`src/rtl/trap_sequencer.sv`:
```
// Trap sequencer: arbitrates faults, software and external interrupts, switches the
// control-register bank between user and supervisor, and restores user context on reti.
module trap_sequencer #(
    parameter logic [15:0] VEC_BASE = 16'h0010
) (
    input  logic        clk,
    input  logic        reset,
    input  logic [15:0] pc_in,
    input  logic        instr_done,
    input  logic        reti,
    input  logic        swi,
    input  logic        pfault,
    input  logic [3:0]  irq,
    input  logic [7:0]  cr_out,
    output logic        bank,
    output logic        cr_we,
    output logic [7:0]  cr_wdata,
    output logic        take_trap,
    output logic        ret_go,
    output logic [15:0] vector,
    output logic [2:0]  cause,
    output logic [15:0] epc,
    output logic [3:0]  irq_ack,
    output logic        halted
);

    typedef enum logic [2:0] {RUN, ENTER, SUPER, RESTORE, HALT} state_t;

    state_t      state_q, state_d;
    logic        pend_pf_q, pend_pf_d;
    logic        pend_swi_q, pend_swi_d;
    logic [7:0]  ucr_save_q, ucr_save_d;
    logic        bank_q, bank_d;
    logic        cr_we_q, cr_we_d;
    logic [7:0]  cr_wdata_q, cr_wdata_d;
    logic        take_trap_q, take_trap_d;
    logic        ret_go_q, ret_go_d;
    logic [15:0] vector_q, vector_d;
    logic [2:0]  cause_q, cause_d;
    logic [15:0] epc_q, epc_d;
    logic [3:0]  irq_ack_q, irq_ack_d;
    logic        halted_q, halted_d;

    logic        pf_pend;
    logic        swi_pend;
    logic [3:0]  irq_elig;
    logic        take;
    logic [2:0]  take_cause;

    always_comb begin
        pf_pend    = pend_pf_q | pfault;
        swi_pend   = pend_swi_q | swi;
        irq_elig   = irq & {4{cr_out[3]}};
        take       = 1'b0;
        take_cause = 3'd0;

        // A pending fault never waits for an instruction boundary; everything else does.
        if (pf_pend) begin
            take       = 1'b1;
            take_cause = 3'd0;
        end else if (instr_done) begin
            if (swi_pend) begin
                take       = 1'b1;
                take_cause = 3'd1;
            end else if (irq_elig[0]) begin
                take       = 1'b1;
                take_cause = 3'd2;
            end else if (irq_elig[1]) begin
                take       = 1'b1;
                take_cause = 3'd3;
            end else if (irq_elig[2]) begin
                take       = 1'b1;
                take_cause = 3'd4;
            end else if (irq_elig[3]) begin
                take       = 1'b1;
                take_cause = 3'd5;
            end
        end

        state_d     = state_q;
        pend_pf_d   = pf_pend;
        pend_swi_d  = swi_pend;
        ucr_save_d  = ucr_save_q;
        bank_d      = bank_q;
        cr_we_d     = 1'b0;
        cr_wdata_d  = cr_wdata_q;
        take_trap_d = 1'b0;
        ret_go_d    = 1'b0;
        vector_d    = vector_q;
        cause_d     = cause_q;
        epc_d       = epc_q;
        irq_ack_d   = 4'b0000;
        halted_d    = halted_q;

        // Outputs are computed for the state being entered so they are registered.
        case (state_q)
            RUN: begin
                bank_d = 1'b0;
                if (take) begin
                    state_d     = ENTER;
                    cause_d     = take_cause;
                    epc_d       = pc_in;
                    ucr_save_d  = cr_out;
                    vector_d    = VEC_BASE + {11'b0, take_cause, 2'b00};
                    bank_d      = 1'b1;
                    cr_we_d     = 1'b1;
                    cr_wdata_d  = 8'h01;
                    take_trap_d = 1'b1;
                    if (take_cause >= 3'd2) begin
                        irq_ack_d = 4'b0001 << (take_cause - 3'd2);
                    end
                    if (take_cause == 3'd0) begin
                        pend_pf_d = 1'b0;
                    end
                    if (take_cause == 3'd1) begin
                        pend_swi_d = 1'b0;
                    end
                end
            end
            ENTER: begin
                state_d = SUPER;
                bank_d  = 1'b1;
            end
            SUPER: begin
                bank_d = 1'b1;
                if (pfault) begin
                    state_d  = HALT;
                    halted_d = 1'b1;
                end else if (reti && instr_done) begin
                    state_d    = RESTORE;
                    bank_d     = 1'b0;
                    cr_we_d    = 1'b1;
                    cr_wdata_d = ucr_save_q;
                    ret_go_d   = 1'b1;
                end
            end
            RESTORE: begin
                state_d = RUN;
                bank_d  = 1'b0;
            end
            HALT: begin
                bank_d   = 1'b1;
                halted_d = 1'b1;
            end
            default: begin
                state_d = SUPER;
                bank_d  = 1'b1;
            end
        endcase
    end

    always_ff @(posedge clk or negedge reset) begin
        if (!reset) begin
            state_q     <= SUPER;
            pend_pf_q   <= 1'b0;
            pend_swi_q  <= 1'b0;
            ucr_save_q  <= 8'h08;
            bank_q      <= 1'b1;
            cr_we_q     <= 1'b0;
            cr_wdata_q  <= 8'h00;
            take_trap_q <= 1'b0;
            ret_go_q    <= 1'b0;
            vector_q    <= VEC_BASE;
            cause_q     <= 3'd0;
            epc_q       <= 16'h0000;
            irq_ack_q   <= 4'b0000;
            halted_q    <= 1'b0;
        end else begin
            state_q     <= state_d;
            pend_pf_q   <= pend_pf_d;
            pend_swi_q  <= pend_swi_d;
            ucr_save_q  <= ucr_save_d;
            bank_q      <= bank_d;
            cr_we_q     <= cr_we_d;
            cr_wdata_q  <= cr_wdata_d;
            take_trap_q <= take_trap_d;
            ret_go_q    <= ret_go_d;
            vector_q    <= vector_d;
            cause_q     <= cause_d;
            epc_q       <= epc_d;
            irq_ack_q   <= irq_ack_d;
            halted_q    <= halted_d;
        end
    end

    assign bank      = bank_q;
    assign cr_we     = cr_we_q;
    assign cr_wdata  = cr_wdata_q;
    assign take_trap = take_trap_q;
    assign ret_go    = ret_go_q;
    assign vector    = vector_q;
    assign cause     = cause_q;
    assign epc       = epc_q;
    assign irq_ack   = irq_ack_q;
    assign halted    = halted_q;

endmodule

```
`config.mk`:
```
export PLATFORM = sky130hd
export DESIGN_NAME = trap_sequencer
export DESIGN_NICKNAME = d
export VERILOG_FILES = /design/src/rtl/trap_sequencer.sv
export SDC_FILE = /design/constraint.sdc
export NUM_CORES = 1
export LEC_CHECK = 0
export BUFFER_PORTS_ARGS = -buffer_cell sky130_fd_sc_hd__buf_2
export CORE_ASPECT_RATIO = 0.7
export CORE_MARGIN = 4
export CORE_UTILIZATION = 50
export CTS_CLUSTER_DIAMETER = 40
export DETAILED_ROUTE_END_ITERATION = 8
export PLACE_DENSITY_LB_ADDON = 0.08
export RECOVER_POWER = 25
export SLEW_MARGIN = 20
export SYNTH_ARGS = -nofsm -noshare
export SYNTH_HDL_FRONTEND = slang
export SYNTH_SLANG_ARGS = --single-unit
```
`constraint.sdc`:
```
create_clock -name clk -period 4.4 [get_ports clk]
set_clock_uncertainty 0.1 [all_clocks]
set_input_delay 0.88 -clock clk [delete_from_list [all_inputs] [get_ports clk]]
set_output_delay 0.88 -clock clk [all_outputs]
set_load 0.05 [all_outputs]
```
Word-level counts from Yosys, hierarchy flattened

Index checks and enable logic that the tools add are counted.

Register bits: 65
Bits of input ports: 34
Output and inout port bits: 52
Logic and storage cells: 82

$add $sub $neg: 2
Magnitude comparators: 1
Eq/ne operators: 9
Shift-type cells: 1
Muxes and demuxes: 42
Bitwise operators: 4
Reduce and logical (&&, ||, !) cells: 9

Operators with widths:

| operator                                                               | count |
|---|---|
| 3-bit 2-to-1 mux                                                       | 10 |
| 8-bit 2-to-1 mux                                                       | 3 |
| 1-bit 2-to-1 mux                                                       | 21 |
| 8-bit case mux with 2 select lines                                     | 1 |
| 4-bit 2-to-1 mux                                                       | 3 |
| 3-bit case mux with 4 select lines                                     | 1 |
| 2-bit != test (second input constant)                                  | 4 |
| 5-bit by 5-bit adder with 6-bit output (first input constant)          | 1 |
| 3-bit by 2-bit == test with 1-bit output (second input constant)       | 2 |
| 3-bit logical NOT                                                      | 2 |
| 4-bit bitwise AND                                                      | 1 |
| 1-bit case mux with 2 select lines                                     | 2 |
| 2-bit AND reduction                                                    | 2 |
| 4-bit AND reduction                                                    | 1 |
| 2-bit nonzero test                                                     | 2 |
| 1-bit by 3-bit left shift with 4-bit output (first input constant)     | 1 |
| 3-bit by 1-bit == test with 1-bit output (second input constant)       | 1 |
| 3-bit == test (second input constant)                                  | 1 |
| 3-bit by 2-bit >= comparator with 1-bit output (second input constant) | 1 |
| 3-bit != test (second input constant)                                  | 1 |
| 1-bit case mux with 3 select lines                                     | 1 |
| 3-bit AND reduction                                                    | 1 |
| 3-bit by 2-bit subtractor with 3-bit output (second input constant)    | 1 |
| 1-bit bitwise OR                                                       | 2 |
| 2 further kinds                                                        | 2 |

Longest topological paths before layout

Gate-level depths: netlist (run 1).

Word-level depth: 13
Mapped depth: 6

Least setup slack after synthesis (run 1)

OpenSTA, ideal clock, no wires.

Kind: input -> register
Start: input irq[1]
End: register bank_q, in the netlist bank
Data arrival time: 2.094 ns
Data required time: 4.206 ns
Setup slack: 2.112 ns
Cell stages on the path: 5
Buffers on the path: 1
Cell sequence: o21ai_0 > a311o_2 > clkinv_2 > buf_12 > or4_1

Longest elaborated chain between the ends: 8

RTL lines:

| item                               | line | text |
|---|---|---|
| from (decl)                        | 13   | `input logic [3:0] irq,` |
| 4-bit bitwise AND                  | 53   | `irq_elig = irq & {4{cr_out[3]}};` |
| 1-bit 2-to-1 mux                   | 68   | `end else if (irq_elig[1]) begin` |
| 1-bit 2-to-1 mux                   | 65   | `end else if (irq_elig[0]) begin` |
| 1-bit 2-to-1 mux                   | 62   | `if (swi_pend) begin` |
| 1-bit 2-to-1 mux                   | 61   | `end else if (instr_done) begin` |
| 1-bit 2-to-1 mux                   | 58   | `if (pf_pend) begin` |
| 1-bit 2-to-1 mux                   | 99   | `if (take) begin` |
| 1-bit case mux with 3 select lines | 96   | `case (state_q)` |
| net bank_d                         | 33   | `logic bank_q, bank_d;` |
| to (signal assigned)               | 173  | `bank_q <= bank_d;` |
| to (decl)                          | 33   |  |

The timed path passes the listed nets, and every way through them passes these cells.
A chain may end at the register's enable or synchronous reset.

==> metrics.md, run 1 <==
| Metric | Value |
|---|---|
| Largest stage delay, worst path | 1790 ps |
| Crit path max-delay family | buffers and inverters |
| YS warnings | 0 |
| Maximum root-to-sink buffer count | 2 |
| CTS tree | done |
| Top FF cell, synth | dfrtp_1 |
| Buffers and inverters on the worst path | 2 |
| DR iter-0 viols | 71 |
| Vias in the first global route | ~1500 |
| Leakage | 0.00133 uW |
| P per Cell Area | 789 nW/um^2 |
| Post-synthesis register bit count | 50 |
| Post-synth ARST share | 1.00 |
| WHS Path Cells | 2 |
| Layout area overhead | 18.3% |
| Reg2Reg Depth | 4 |
| Mapped Area | ~2200 um^2 |
| CP Max Fanout | 50 |
| Syn avg cell area | approximately 13 um^2 |
| WP data arrival | between 2000 and 3000 ps |
| Final Setup Violations | 0 |
| # resized after CTS | 0 |
| Total Wirelength | about 4 mm |
| Final max-slew violation count | 51 |
| WL/cell | between 10 and 15 um |
| Post-CTS Setup Bufs | 0 |
| Worst-case vdd ir drop | 0.611 mV |
| CTS Sinks | 50 |
| Fin crit share | 0.681 |
| CP endpoint kind | asynchronous set/reset pin |
| First-pass GRT wire length | 6.77 mm |
| I/O Buffers | 73 |
| IO Count | 86 |
| Core box area | 4040 um^2 |
| Critical path class | in2async |
| Critical path depth | 2 |
| Die Y | approximately 63 um |
| Commonest cells after routing, fill and taps aside | buf_2, dfrtp_1, nand2_1 |
| Critical Path Start Type | input pin |
| Clk Latency, worst-skew pair | 290 ps |
| Crit path cell chain | buf_2 > clkbuf_1 |
| RSZ-0062 raised after global routing | false |
| CP max stage cell | clkbuf_1 |
| TritonCTS buffer count | 5 |
| Row cnt | 19 |
| Die extent in x | 86.7 um |
| Share of cells above drive strength 1 | 0.473 |
| Slew margin rel. | -0.690 |
| Drt pass-1 iters | 4 |
| Place WS | 1300 ps |
| Maxcap violations | 1 |
| Final HPWL DP | 2.87 mm |
| EDFF count, synth | 0 |
| Die area | roughly 5500 um^2 |
| Routed vias | roughly 1400 |
| Largest net degree at the start of global routing | 51 |
| Distinct cells, synth | 32 |
| Minimum clock period | between 2000 and 3000 ps |
| Final setup margin | between 1000 and 1500 ps |
| Initial antenna violation count | 0 |
| Overall Power | between 2000 and 2500 uW |
| Mapped Cells | between 150 and 200 |
| FMAX | ~0.33 GHz |
| Grt ovf | 0 |
| Worst slew pin tran | 2530 ps |
| Violated checks | max-capacitance violations, max-slew violations |
| CTS root buffer | clkbuf_8 |
| Clock slew at reported path FFs | 80 ps |
| Avg Vias per Cell | 4.84 |
| HP Class | reg2reg |
| Starting Density | 0.537 |
| # hold bufs at CTS | 0 |
| H-tree depth | 2 |
| CP required | approximately 4200 ps |
| # DRC | 0 |
| Setup TNS | 0 ps |
| Fin. Hold Viols | 0 |
| Routability Congestion | around 0.69 |
| Post-synthesis sequential area ratio | 0.579 |
| Most common cell after layout, fill and taps aside | buf_2 |
| Status | finished, violations left |
| GR Util All Layers | 0.156 |
| Ant diodes | 0 |
| Nets@finish | 279 |
| Antenna Nets Post-Route | 0 |
cell usage after synthesis, types with 4 or more instances:
cell type,instances,area share
nor2b_1,4,0.012
buf_4,16,0.055
mux2_2,17,0.088
nor3_1,4,0.0092
dfstp_2,4,0.048
mux2_4,10,0.069
nor2_1,10,0.017
o21ai_0,6,0.014
nand3_1,8,0.018
nand2_1,19,0.033
dfrtp_1,46,0.53
sequential cells by signal (all words and copies together) (netlist names):
name        flops
pend_pf_q       1
take_trap       1
vector          1
cause           3
cr_wdata        8
halted          1
epc            16
ret_go          1
bank            1
state_q         3
ucr_save_q      8
pend_swi_q      1
irq_ack         4
cr_we           1
worst min-delay path: cells and delay by family, from the launching register on:
family	cells	cell delay (ps)
simple gates	2	100
flops	1	350
routing by layer:
metal  vias up  global-route usage  part of all wire
li1        704                   -                 -
met1       681               0.211              0.47
met2        50               0.244              0.44
met3         2              0.0534             0.080
met4         0              0.0350            0.0068
met5         -                   0                 0
final cells by class:
class,instances,area [um^2]
fillers,350,1470
flip-flops and latches,50,1260
multi-input cells,110,774
repair buffers,74,368
clock buffers,7,86.3
well taps,52,65.1
inverters,3,12.5
clock inverters,1,5.00
worst paths after layout:
| kind | slack [ps] | end | from |
|---|---|---|---|
| max in group clk | 1580 | bank | irq[1] |
| worst min-delay path | 380 | cr_wdata[1] | ucr_save_q[1] |
| min in group asynchronous | 1350 | epc[7] | reset |
| worst max-delay path | 1400 | cr_wdata[2] | reset |
| worst min register to register | 380 | cr_wdata[1] | ucr_save_q[1] |
| worst max register to register | 2020 | bank | pend_swi_q |
per-stage QoR:
stage / hold WS, ps / cell area, um^2 / util / std cells
global placement: 349 / 2480 / 0.614 / 289
finish: 379 / 2570 / 0.635 / 297
floorplan: 343 / 2210 / - / 183
CTS: 380 / 2570 / 0.637 / 297
detailed placement: 361 / 2480 / 0.614 / 289
global route: 407 / 2570 / 0.635 / 297
logic make-up after synthesis:
kind of cell	after synthesis	synth area share
AO/OA/AOI/OAI	11	0.0306
adder cells (fa/ha/maj)	1	0.00577
buffers and inverters	23	0.0830
flip-flops	50	0.579
multiplexers	27	0.157
other	1	0.00173
AND/OR/NAND/NOR	59	0.142
power by group:
group	internal, uW	leakage (uW)	total [uW]	switching, uW
Sequential	641	0.000609	738	96.4
Clock	127	0.0000482	268	141
Combinational	343	0.000674	1020	676
Total	1110	0.00133	2020	913
Note: power is estimated with default switching activity, not from simulation.
==> run 2, diff against run 1 <==
--- a/config.mk
+++ b/config.mk
@@ -8,7 +8,7 @@
 export BUFFER_PORTS_ARGS = -buffer_cell sky130_fd_sc_hd__buf_2
 export CORE_ASPECT_RATIO = 0.7
 export CORE_MARGIN = 4
-export CORE_UTILIZATION = 50
+export CORE_UTILIZATION = 48
 export CTS_CLUSTER_DIAMETER = 40
 export DETAILED_ROUTE_END_ITERATION = 8
 export PLACE_DENSITY_LB_ADDON = 0.08
==> constraint.sdc (replaced) <==
create_clock -name clk -period 3.1 [get_ports clk]
set_clock_uncertainty 0.1 [all_clocks]
set_input_delay 0.62 -clock clk [delete_from_list [all_inputs] [get_ports clk]]
set_output_delay 0.62 -clock clk [all_outputs]
set_load 0.05 [all_outputs]
==> run 2 against run 1 <==
- the flow now finishes without violations
- die area rose by 3.7%
- worst setup slack got worse by 600 ps
- first-iteration DRC count fell by 18%
- largest power group unchanged
- final cell count rose by 1.7%
- sequential power rose by 42%
- critical path depth rose by 3
- global-route usage fell by 0.62 points
- via count fell by 0.70%
- critical path type is now reg2reg
- largest cell class unchanged
- register-to-register slack got worse by 1200 ps
- worst hold slack got worse by 6.2 ps
- flip-flop and latch count did not move
==> metrics.md, run 2 (same netlist as run 1, synthesis figures left out) <==
| Metric | Value |
|---|---|
| Row cnt | 20 |
| Die extent in x | 88.4 um |
| Core box area | 4350 um^2 |
| CTS tree | done |
| Final max-slew violation count | 0 |
| Largest net degree at the start of global routing | 27 |
| Starting Density | 0.498 |
| CTS Sinks | 50 |
| H-tree depth | 2 |
| Routability Congestion | roughly 0.68 |
| # resized after CTS | 0 |
| Critical path class | reg2reg |
| CTS root buffer | clkbuf_8 |
| Global routing usage on met3 | 0.0593 |
| Final setup margin | 800 ps |
| # DRC | 0 |
| GR Layer Usage met1 | 0.204 |
| Minimum clock period | 2300 ps |
| Worst slew pin tran | about 1400 ps |
| Die area | 5680 um^2 |
| Worst-case vdd ir drop | about 0.7 mV |
| Clock slew at reported path FFs | ~80 ps |
| HP Class | reg2reg |
| Nets@finish | 281 |
| Share of cells above drive strength 1 | 0.466 |
| CP endpoint kind | flop |
| Fin crit share | 0.742 |
| IO Count | 86 |
| GR Util All Layers | 0.150 |
| Critical Path Start Type | flop |
| Initial antenna violation count | 0 |
| Antenna Nets Post-Route | 0 |
| Post-Route Utilization | 0.594 |
| Status | complete, no violations |
| Filler instances | 400 |
| Drt pass-1 iters | 4 |
| Die Y | approximately 64 um |
| GRT Max-Usage Layer | met2 |
| Largest register FFs | 16 |
| Commonest cells after routing, fill and taps aside | buf_2, dfrtp_1, nand2_1 |
| Most common cell after layout, fill and taps aside | buf_2 |
| CP Max Fanout | 17 |
| Avg Vias per Cell | ~4.7 |
| DR iter-0 viols | a little under 60 |
| Grt ovf | 0 |
| CP required | approximately 3200 ps |
| Routed vias | between 1000 and 1500 |
| Total Wirelength | between 3 and 4 mm |
| Post-CTS Setup Bufs | 0 |
| WL/cell | approximately 13 um |
| First-pass GRT wire length | around 6.6 mm |
| Final HPWL DP | roughly 3.0 mm |
| Setup TNS | 0 ps |
| WP data arrival | 2380 ps |
| TritonCTS buffer count | 5 |
| Leakage | between 0.001 and 0.0015 uW |
| RSZ-0062 raised after global routing | false |
| P per Cell Area | roughly 1100 nW/um^2 |
| Vias in the first global route | 1449 |
| Place WS | 577 ps |
| Slew margin rel. | 0.0763 |
| FMAX | 0.435 GHz |
| Clk Latency, worst-skew pair | ~290 ps |
| Layout area overhead | 19.3% |
| I/O Buffers | 73 |
| # hold bufs at CTS | 0 |
| Met2 Use GR | 0.221 |
| Maximum root-to-sink buffer count | 2 |
| Maxcap violations | 0 |
| Final Setup Violations | 0 |
| Ant diodes | 0 |
| Fin. Hold Viols | 0 |
run 2: cell types whose count changed in the layout (fill, tap and decap cells not counted):
| cell | previous run | this run |
|---|---|---|
| buf_12 | 0 | 1 |
| buf_4 | 0 | 1 |
| clkbuf_1 | 3 | 5 |
| clkbuf_8 | 6 | 5 |
| clkinv_2 | 2 | 1 |
| dfstp_1 | 0 | 1 |
| dfstp_2 | 4 | 3 |
run 2: final cells by class:
cell class	instances	area [um^2]	share of cell area
sequential	50	1260	0.485
multi-input combinational	110	774	0.299
timing repair buffer	76	395	0.153
clock buffer	8	80.1	0.0309
tap	55	68.8	0.0266
inverter	3	12.5	0.00484
run 2: power by group:
group          switching [uW]  internal [uW]  total (uW)  leakage (uW)
combinational             964            514        1480      0.000688
clock                     195            161         356     0.0000395
sequential                138            908        1050      0.000609
run 2: final timing paths:
| kind | start | to | slack, ps | depth (start not counted) |
|---|---|---|---|---|
| setup / recovery | state_q[1] | epc[6] | 800 | 5 |
| hold / removal | halted | halted | 370 | 1 |
| setup reg to reg | state_q[1] | epc[6] | 800 | 5 |
| hold reg to reg | halted | halted | 370 | 1 |
| max in group asynchronous | reset | state_q[1] | 1330 | 2 |
| min in group asynchronous | reset | pend_swi_q | 530 | 1 |
run 2: critical path, cell delays in order, from the launching register on:
cell and delay [ps]:
dfstp_1 420, or3_1 380, a311o_2 490, clkinv_2 230
buf_12 200, mux2_2 340
run 2: per-layer routing:
layer  vias up  wire [um]
met2        57       1740
li1        705          -
met3         5        368
met4         0         36
met1       660       1840
met5         -          0
run 2: metrics by stage:
stage / hold WS [ps] / std cells / power, uW / area, um^2
global placement: 355 / 294 / 2540 / 2510
CTS: 234 / 302 / 2920 / 2590
global route: 390 / 302 / 3050 / 2590
detailed placement: 360 / 294 / 2550 / 2510
finish: 373 / 302 / 2880 / 2590
floorplan: 224 / 183 / 2320 / 2210
